**src/rtl/cnt_job_sched_pkg.sv**
```systemverilog
// Shared types for the counter job scheduler.
package cnt_job_sched_pkg;

    // Job lifecycle: wait for a request, count, then report completion.
    typedef enum logic [1:0] {
        S_IDLE = 2'd0,
        S_RUN  = 2'd1,
        S_DONE = 2'd2
    } state_t;

endpackage

```
**src/rtl/cnt_job_sched_rr_arbiter.sv**
```systemverilog
// Combinational round-robin arbiter. The search starts at the requester after
// last_grant and wraps, so the most recently served requester goes last.
module rr_arbiter #(
    parameter int NUM_REQ = 4,
    parameter int ID_W    = $clog2(NUM_REQ)
) (
    input  logic               enable,
    input  logic [NUM_REQ-1:0] req,
    input  logic [ID_W-1:0]    last_grant,
    output logic [NUM_REQ-1:0] grant,
    output logic [ID_W-1:0]    grant_id
);

    logic [ID_W-1:0] idx;
    logic            found;

    // First requester found scanning upward from last_grant+1 wins.
    always_comb begin
        grant    = '0;
        grant_id = '0;
        found    = 1'b0;
        idx      = '0;
        for (int k = 1; k <= NUM_REQ; k++) begin
            idx = ID_W'((int'(last_grant) + k) % NUM_REQ);
            if (enable && !found && req[idx]) begin
                grant[idx] = 1'b1;
                grant_id   = idx;
                found      = 1'b1;
            end
        end
    end

endmodule

```
**src/rtl/cnt_job_sched.sv**
```systemverilog
// Round-robin job scheduler around one shared loadable up-counter. A job loads
// the requester's start value, counts up to TERMINAL, then pulses done with the
// requester's id.
//
// Handshake: req_valid[i] is raised by requester i and held, with a stable
// req_start slice, until the cycle where req_valid[i] & req_ready[i] is high at
// a rising clk edge; that edge is the transfer. req_ready is one-hot, only ever
// asserted in IDLE, and is computed combinationally from req_valid.
module cnt_job_sched
    import cnt_job_sched_pkg::*;
#(
    parameter int               NUM_REQ  = 4,
    parameter int               WIDTH    = 4,
    parameter logic [WIDTH-1:0] TERMINAL = 4'hF,
    localparam int              ID_W     = $clog2(NUM_REQ)
) (
    input  logic                     clk,
    input  logic                     reset_n,
    input  logic [NUM_REQ-1:0]       req_valid,
    input  logic [NUM_REQ*WIDTH-1:0] req_start,
    output logic [NUM_REQ-1:0]       req_ready,
    input  logic                     abort,
    output logic                     busy,
    output logic [ID_W-1:0]          active_id,
    output logic [WIDTH-1:0]         count,
    output logic                     done,
    output logic [ID_W-1:0]          done_id
);

    state_t           state_q, state_d;
    logic [WIDTH-1:0] count_q, count_d;
    logic [ID_W-1:0]  active_id_q, active_id_d;
    logic [ID_W-1:0]  last_grant_q, last_grant_d;
    logic [NUM_REQ-1:0] grant;
    logic [ID_W-1:0]  grant_id;
    logic [WIDTH-1:0] sel_start;
    logic             accept;

    rr_arbiter #(
        .NUM_REQ (NUM_REQ),
        .ID_W    (ID_W)
    ) u_arb (
        .enable     (state_q == S_IDLE),
        .req        (req_valid),
        .last_grant (last_grant_q),
        .grant      (grant),
        .grant_id   (grant_id)
    );

    assign req_ready = grant;
    assign accept    = |(req_valid & grant);

    // Start value of the granted requester (grant is one-hot or zero).
    always_comb begin
        sel_start = '0;
        for (int i = 0; i < NUM_REQ; i++) begin
            if (grant[i]) sel_start = req_start[i*WIDTH +: WIDTH];
        end
    end

    // Next state and datapath: load on accept, count in RUN, hold otherwise.
    // abort is checked before the terminal compare so it always wins.
    always_comb begin
        state_d      = state_q;
        count_d      = count_q;
        active_id_d  = active_id_q;
        last_grant_d = last_grant_q;
        case (state_q)
            S_IDLE: begin
                if (accept) begin
                    count_d      = sel_start;
                    active_id_d  = grant_id;
                    last_grant_d = grant_id;
                    state_d      = S_RUN;
                end
            end
            S_RUN: begin
                if (abort) begin
                    state_d = S_IDLE;
                end else if (count_q == TERMINAL) begin
                    state_d = S_DONE;
                end else begin
                    count_d = count_q + WIDTH'(1);
                end
            end
            S_DONE: begin
                state_d = S_IDLE;
            end
            default: begin
                state_d = S_IDLE;
            end
        endcase
    end

    // State and counter registers; the pointer resets to the last requester
    // so requester 0 has first priority after reset.
    always_ff @(posedge clk or negedge reset_n) begin
        if (!reset_n) begin
            state_q      <= S_IDLE;
            count_q      <= '0;
            active_id_q  <= '0;
            last_grant_q <= ID_W'(NUM_REQ - 1);
        end else begin
            state_q      <= state_d;
            count_q      <= count_d;
            active_id_q  <= active_id_d;
            last_grant_q <= last_grant_d;
        end
    end

    // Status outputs; an abort during DONE swallows the done pulse.
    assign busy      = (state_q == S_RUN) || (state_q == S_DONE);
    assign active_id = active_id_q;
    assign count     = count_q;
    assign done      = (state_q == S_DONE) && !abort;
    assign done_id   = done ? active_id_q : '0;

endmodule

```
**config.mk**
```make
export PLATFORM = sky130hd
export DESIGN_NAME = cnt_job_sched
export DESIGN_NICKNAME = d
export VERILOG_FILES = /design/src/rtl/cnt_job_sched_pkg.sv /design/src/rtl/cnt_job_sched_rr_arbiter.sv /design/src/rtl/cnt_job_sched.sv
export SDC_FILE = /design/constraint.sdc
export NUM_CORES = 1
export LEC_CHECK = 0
export BUFFER_PORTS_ARGS = -buffer_cell sky130_fd_sc_hd__clkbuf_2
export CORE_AREA = 2 2 73 75
export DETAILED_ROUTE_END_ITERATION = 12
export DIE_AREA = 0 0 75 77
export PLACE_DENSITY = 0.6
export SYNTH_ARGS = -nofsm -noshare
export SYNTH_HDL_FRONTEND = slang
export SYNTH_SLANG_ARGS = --single-unit
```
**constraint.sdc**
```tcl
create_clock -name clk -period 5.9 [get_ports clk]
set_input_delay 0.295 -clock clk [delete_from_list [all_inputs] [get_ports clk]]
set_output_delay 0.295 -clock clk [all_outputs]
set_load 0.01 [all_outputs]
```
# Word level (Yosys, flattened, before mapping)

Cells that the tools add are included.

$add $sub $neg: 5
$lt $le $gt $ge: 8
Equal/unequal tests: 7
Muxes and demuxes: 40
Bitwise logic cells: 4
Reduce and logical (&&, ||, !) cells: 23

Operators by type and width:

| kind                  | number |
|---|---|
| $mux W4               | 11 |
| $mux W2               | 8 |
| $logic_and A1 B1 Y1   | 12 |
| $lt A2 B3 Y1 const B  | 4 |
| $or A4 B4 Y4          | 3 |
| $mux W1               | 11 |
| $bmux W1 S2           | 4 |
| $demux W1 S2          | 4 |
| $ge A2 B1 Y1 const B  | 4 |
| $pmux W4 S2           | 1 |
| $ne A2 B2 Y1 const B  | 3 |
| $add A2 B1 Y2 const B | 2 |
| $add A2 B2 Y2 const B | 2 |
| $add A4 B1 Y4 const B | 1 |
| $and A4 B4 Y4         | 1 |
| $eq A4 B4 Y1 const B  | 1 |
| $logic_not A1 Y1      | 4 |
| $pmux W2 S2           | 1 |
| $reduce_and A2 Y1     | 2 |
| $reduce_and A4 Y1     | 1 |
| $reduce_or A4 Y1      | 1 |
| $ne A3 B3 Y1 const B  | 1 |
| $eq A2 B1 Y1 const B  | 1 |
| $eq A2 B2 Y1 const B  | 1 |
| other kinds (3)       | 3 |

Register bits: 10
Word-level logic and storage cells: 91

# Longest topological paths before layout

Depth in word-level cells: 23
Depth in mapped cells: 14

# Cells and area by module

From an unflattened synthesis, not the netlist that was laid out.

Cells, all modules: 131
Area, all modules: 1237.4 um^2

Modules (own cells, without submodules):

| module        | times used | cells an instance | area an instance (um^2) | seq. area each (um^2) |
|---|---|---|---|---|
| cnt_job_sched | 1          | 77                | 750.7                   | 252.7 |
| rr_arbiter    | 1          | 54                | 486.7                   | 0.0 |

# Worst setup path after synthesis

No wires, ideal clock.

Kind: reg2reg
Start: reg last_grant_q[0]
End: reg count_q[1], in the netlist count[1]
Setup time: 0.067 ns
Data arrival time: 3.275 ns
Data required time: 5.833 ns
Slack: 2.558 ns
Cell stages (with the launch flop): 13
Path through: dfstp_2 -> buf_6 -> buf_2 -> inv_1 -> ha_1 -> buf_2 -> mux4_2 -> nor4bb_1 -> or3_4 -> buf_6 -> or3b_1 -> a32oi_1 -> a32o_1

Elaborated cells on any way between the ends: 62
Classes of those cells: add/sub (4); order compare (8); eq/ne (1); mux (29); bitwise (4); reduce/logical (16)

RTL lines:

| what                                                                  | RTL line                       | source |
|---|---|---|
| start, declared                                                       | cnt_job_sched.sv:33            | `logic [ID_W-1:0] last_grant_q, last_grant_d;` |
| start signal, assigned                                                | cnt_job_sched.sv:102           | `last_grant_q <= ID_W'(NUM_REQ - 1);` |
| start signal, assigned                                                | cnt_job_sched.sv:107           | `last_grant_q <= last_grant_d;` |
| parallel branches: the longest is 16 deep, another holds $lt A2 B3 Y1 | --                             |  |
| $mux W4 *                                                             | cnt_job_sched_rr_arbiter.sv:25 | `if (enable && !found && req[idx]) begin` |
| named net req_ready[1]                                                | cnt_job_sched.sv:21            | `output logic [NUM_REQ-1:0] req_ready,` |
| $mux W4 (3 in a row)                                                  | cnt_job_sched.sv:57            | `if (grant[i]) sel_start = req_start[i*WIDTH +: WIDTH];` |
| $mux W4                                                               | cnt_job_sched.sv:70            | `if (accept) begin` |
| $pmux W4 S2                                                           | cnt_job_sched.sv:68            | `case (state_q)` |
| end signal, assigned                                                  | cnt_job_sched.sv:105           | `count_q <= count_d;` |
| end, declared                                                         | cnt_job_sched.sv:31            | `logic [WIDTH-1:0] count_q, count_d;` |

Mark *: on every way through the listed nets, which the timed path passes. The select of a mux whose other input is x is not followed.
A chain may end at the register's enable or synchronous reset.

# Worst setup path after layout

Start: reg last_grant_q[0]
End: out req_ready[3]

Longest elaborated chain between the ends: 17
Elaborated cells on any way between the ends: 52
Classes of those cells: add/sub (4); order compare (8); mux (23); bitwise (3); reduce/logical (14)

RTL lines:

| what                                                                  | RTL line |
|---|---|
| parallel branches: the longest is 16 deep, another holds $lt A2 B3 Y1 | -- |
| $mux W4 *                                                             | cnt_job_sched_rr_arbiter.sv:25 |
| end, declared                                                         | cnt_job_sched.sv:21 |

Every way passes the cells marked *. The select of a mux whose other input is x is not followed.

==> metrics.md <==
| Metric | Value |
|---|---|
| Worst setup skew after layout | `0.00137 ns` |
| Worst hold endpoint | `count[0]` |
| Predominant post-synthesis flop cell | `sky130_fd_sc_hd__dfrtp_1` |
| Peak supply drop | `165 uV` |
| Endpoint kind of the worst setup timing path | `primary output` |
| Worst Min Path Start | `req_start[12]` |
| Post-detailed-route DRC marker count | `0` |
| Number of gates resized after cts | `0` |
| Top cells by area in the synthesized netlist | `sky130_fd_sc_hd__dfrtp_1 (14%), sky130_fd_sc_hd__ha_1 (9.5%), sky130_fd_sc_hd__mux4_2 (6.2%), sky130_fd_sc_hd__nand2_1 (4.7%), sky130_fd_sc_hd__a21oi_1 (4.1%)` |
| Buffer type at the clock tree root | `sky130_fd_sc_hd__clkbuf_8` |
| All-Layer GR Usage | `13.0%` |
| Hold Buf Count CTS | `1` |
| Number of ports placed on the die boundary | `37` |
| Relative slew slack | `50.1%` |
| Required time at the endpoint of the critical path | `5.61 ns` |
| Dominant cell type by area after synthesis | `sky130_fd_sc_hd__dfrtp_1` |
| Standby leakage power | `0.757 nW` |
| Ratio of cells with drive above 1 in the final layout | `30.0%` |
| Reg2reg start | `last_grant_q[0]` |
| Die X | `75 um` |
| Initial antenna violation count | `0` |
| Area of the multi-input gates | `1070 sq um` |
| Total congestion overflow after global routing | `0` |
| Type of the most critical hold path | `input port to flip-flop` |
| Count of yosys warnings during synthesis | `0` |
| Layout area overhead | `17.7%` |
| Number of clock sinks seen by CTS | `10` |
| Largest net degree at the start of global routing | `23` |
| Clock tree from TritonCTS | `built` |
| Status | `completed` |
| Number of I/O port buffers | `36` |
| Most common cell after layout, fill and taps aside | `sky130_fd_sc_hd__clkbuf_2` |
| Post-placement worst setup slack | `2.22 ns` |
| Critical Path Slowest Stage Cell | `sky130_fd_sc_hd__dfstp_2` |
| Cell breakdown of the critical path | `inv_1, ha_1, mux4_2, nand2b_1, nor3_2, a221o_1, clkbuf_2` |
| Final critical-path share of the clock period | `62.6%` |
| Number of unique standard cell types used by synthesis | `61` |
| Worst setup path class | `flip-flop to primary output` |
| Async set or reset register ratio after synthesis | `100%` |
| Starting Density | `29.2%` |
| Wire length of the first global-routing pass | `6.12 mm` |
| Cells on worst reg2reg path | `8` |
| Slowest stage delay, CP | `0.73 ns` |
| Via count | `1,415` |
| Storage element area | `253 sq um` |
| Placeable core region | `4980 sq um` |
| Residual antenna-violating net count after detailed routing | `0` |
| Max Cap Violations | `0` |
| Final hold vios | `0` |
| Net Count, Synth | `203` |
| Routed vias/inst | `5.24` |
| Destination of the worst register-to-register timing path | `state_q[1]` |
| Die Footprint | `5780 sq um` |
| Fin nets | `235` |
| Number of slew-limit violations in the final report | `0` |
| Avg WL per Cell | `13.7 um` |
| Maximum net fanout on the critical path | `17` |
| Fin worst setup slack | `2.21 ns` |
| Logic depth of the worst setup path including buffers | `7` |
| Final non-filler cell total | `270` |
| Via count of the first global-routing pass | `1,324` |
| Die Ht | `77 um` |
| Final worst path period need | `3.69 ns` |
| Seq cells post-synth | `10` |
| Startpoint Class | `flip-flop` |
| Critical path arrival | `3.40 ns` |
| Worst hold path cell count | `3` |
| Latest clock arrival within the worst-skew pair | `0.24 ns` |
| Share of the synthesized area in the top cell type | `13.8%` |
| GP Congestion | `0.804` |
| Gate family responsible for the most delay along the worst path | `flip-flops` |
| Sum of negative setup slack | `0 ns` |
| Synth Instances | `169` |
| Buffers from clock root to sink, at most | `2` |
| Number of placed instances, taps included | `265` |
| Total clock buffers created by CTS | `3` |
| Power density relative to cell area | `549 nW/um^2` |
| Least-Margin Pin Slew | `0.745 ns` |
| Number of violations reported at the end of detailed-routing iteration 0 | `80` |
| Maximum frequency from static timing analysis | `0.271 GHz` |
| Count of flip-flops with a built-in enable after synthesis | `0` |
| Synth Area per Inst | `8.60 sq um` |
| First-pass iteration count of the detailed router | `4` |
| Number of setup violations in the final report | `0` |
| Most frequent cells in the layout | `sky130_fd_sc_hd__clkbuf_2 (36), sky130_fd_sc_hd__nand2_1 (18), sky130_fd_sc_hd__inv_1 (15)` |
| Reg-to-reg setup timing slack | `2.25 ns` |
| Hpwl dp | `2.86 mm` |
| Clk slew on worst S/H paths | `0.05 ns` |
| Total length of routed wires | `3.71 mm` |
| H-tree levels | `1` |
| Fillcell total | `519` |
| RSZ-0062 raised after global routing | `no` |
| Number of antenna diodes | `0` |
| Count of buffers added by post-CTS timing repair for setup | `0` |
| CP Buf/Inv Count | `2` |
| Number of placement rows | `26` |
| Seq/Total Area, Yosys | `17.4%` |
| Power after layout | `0.939 mW` |
| Post-synthesis instance area | `1450 sq um` |
## registers in the layout, summed over array words and instances, names as in the netlist
register,flops
count,4
active_id,2
last_grant_q,2
state_q,2
## cell families after synthesis
| logic type | count (synthesis) | synth area share (%) |
|---|---|---|
| adders and majority gates | 11 | 9.47 |
| DFF | 10 | 17.4 |
| and+or+nand+nor | 60 | 25.8 |
| xor gates and xnor gates | 1 | 0.603 |
| muxes | 9 | 9.91 |
| buffers and inverters | 25 | 9.13 |
| AOI/OAI and AO/OA | 53 | 27.7 |
## power by group
part           total, mW  switching (mW)  internal (mW)
clock             0.0896          0.0306         0.0590
sequential         0.153          0.0465          0.107
combinational      0.696           0.400          0.296
total              0.939           0.477          0.462
## worst max-delay path by stage
stage / startpoint / slack [ns] / to
3_5_place_dp: last_grant_q[0] / 2.22 / state_q[1]
4_1_cts: last_grant_q[0] / 2.22 / req_ready[3]
2_1_floorplan: last_grant_q[0] / 2.56 / count[1]
5_1_grt: last_grant_q[0] / 1.96 / count[3]
3_3_place_gp: last_grant_q[0] / 2.34 / state_q[1]
6_report: last_grant_q[0] / 2.21 / req_ready[3]
## synth_stat cells (all sizes together), types with 2 or more instances
cell type   n
nand3       3
nand2b      3
and2        3
mux4        4
o31ai       2
nand3b      5
nor4bb      2
dfrtp       8
nor2        5
nand2      19
dfstp       2
nor4        2
mux2        3
a22o        3
a21boi      3
mux2i       2
a31oi       4
a221oi      3
nor3        7
a21oi      12
ha         11
nor2b       3
a221o       2
a211oi      2
o21ai       5
or3b        2
o22ai       2
o311ai      2
inv        15
o211ai      2
buf         9
## layout make-up
cell class	count	share of cell area [%]
Tap cell	70	5.12
Multi-Input combinational cell	134	62.4
Sequential cell	10	14.8
Inverter	15	3.29
Clock buffer	4	3.22
Timing Repair Buffer	37	11.1
## tightest hold or removal path, delay by kind of cell
family                 cells  cell delay (ns)
AO/OA/AOI/OAI              2             0.20
buffers and inverters      1             0.08
## per-layer routing
metal	GRT usage, %	part of all wire (%)	routed length, um
met1	17.2	46	1710
met2	22.3	50	1850
met3	1.84	3.9	146
met4	2.50	0.27	10
met5	0	0	0
## per-stage QoR
step	util [%]	hold WS (ns)	area, sq um
floorplan	-	-0.000591	1450
global placement	33.0	0.181	1640
detailed placement	33.0	0.185	1640
CTS	34.3	0.371	1710
global route	34.3	0.424	1710
finish	34.3	0.372	1710
Power figures use the tool's default switching activity.
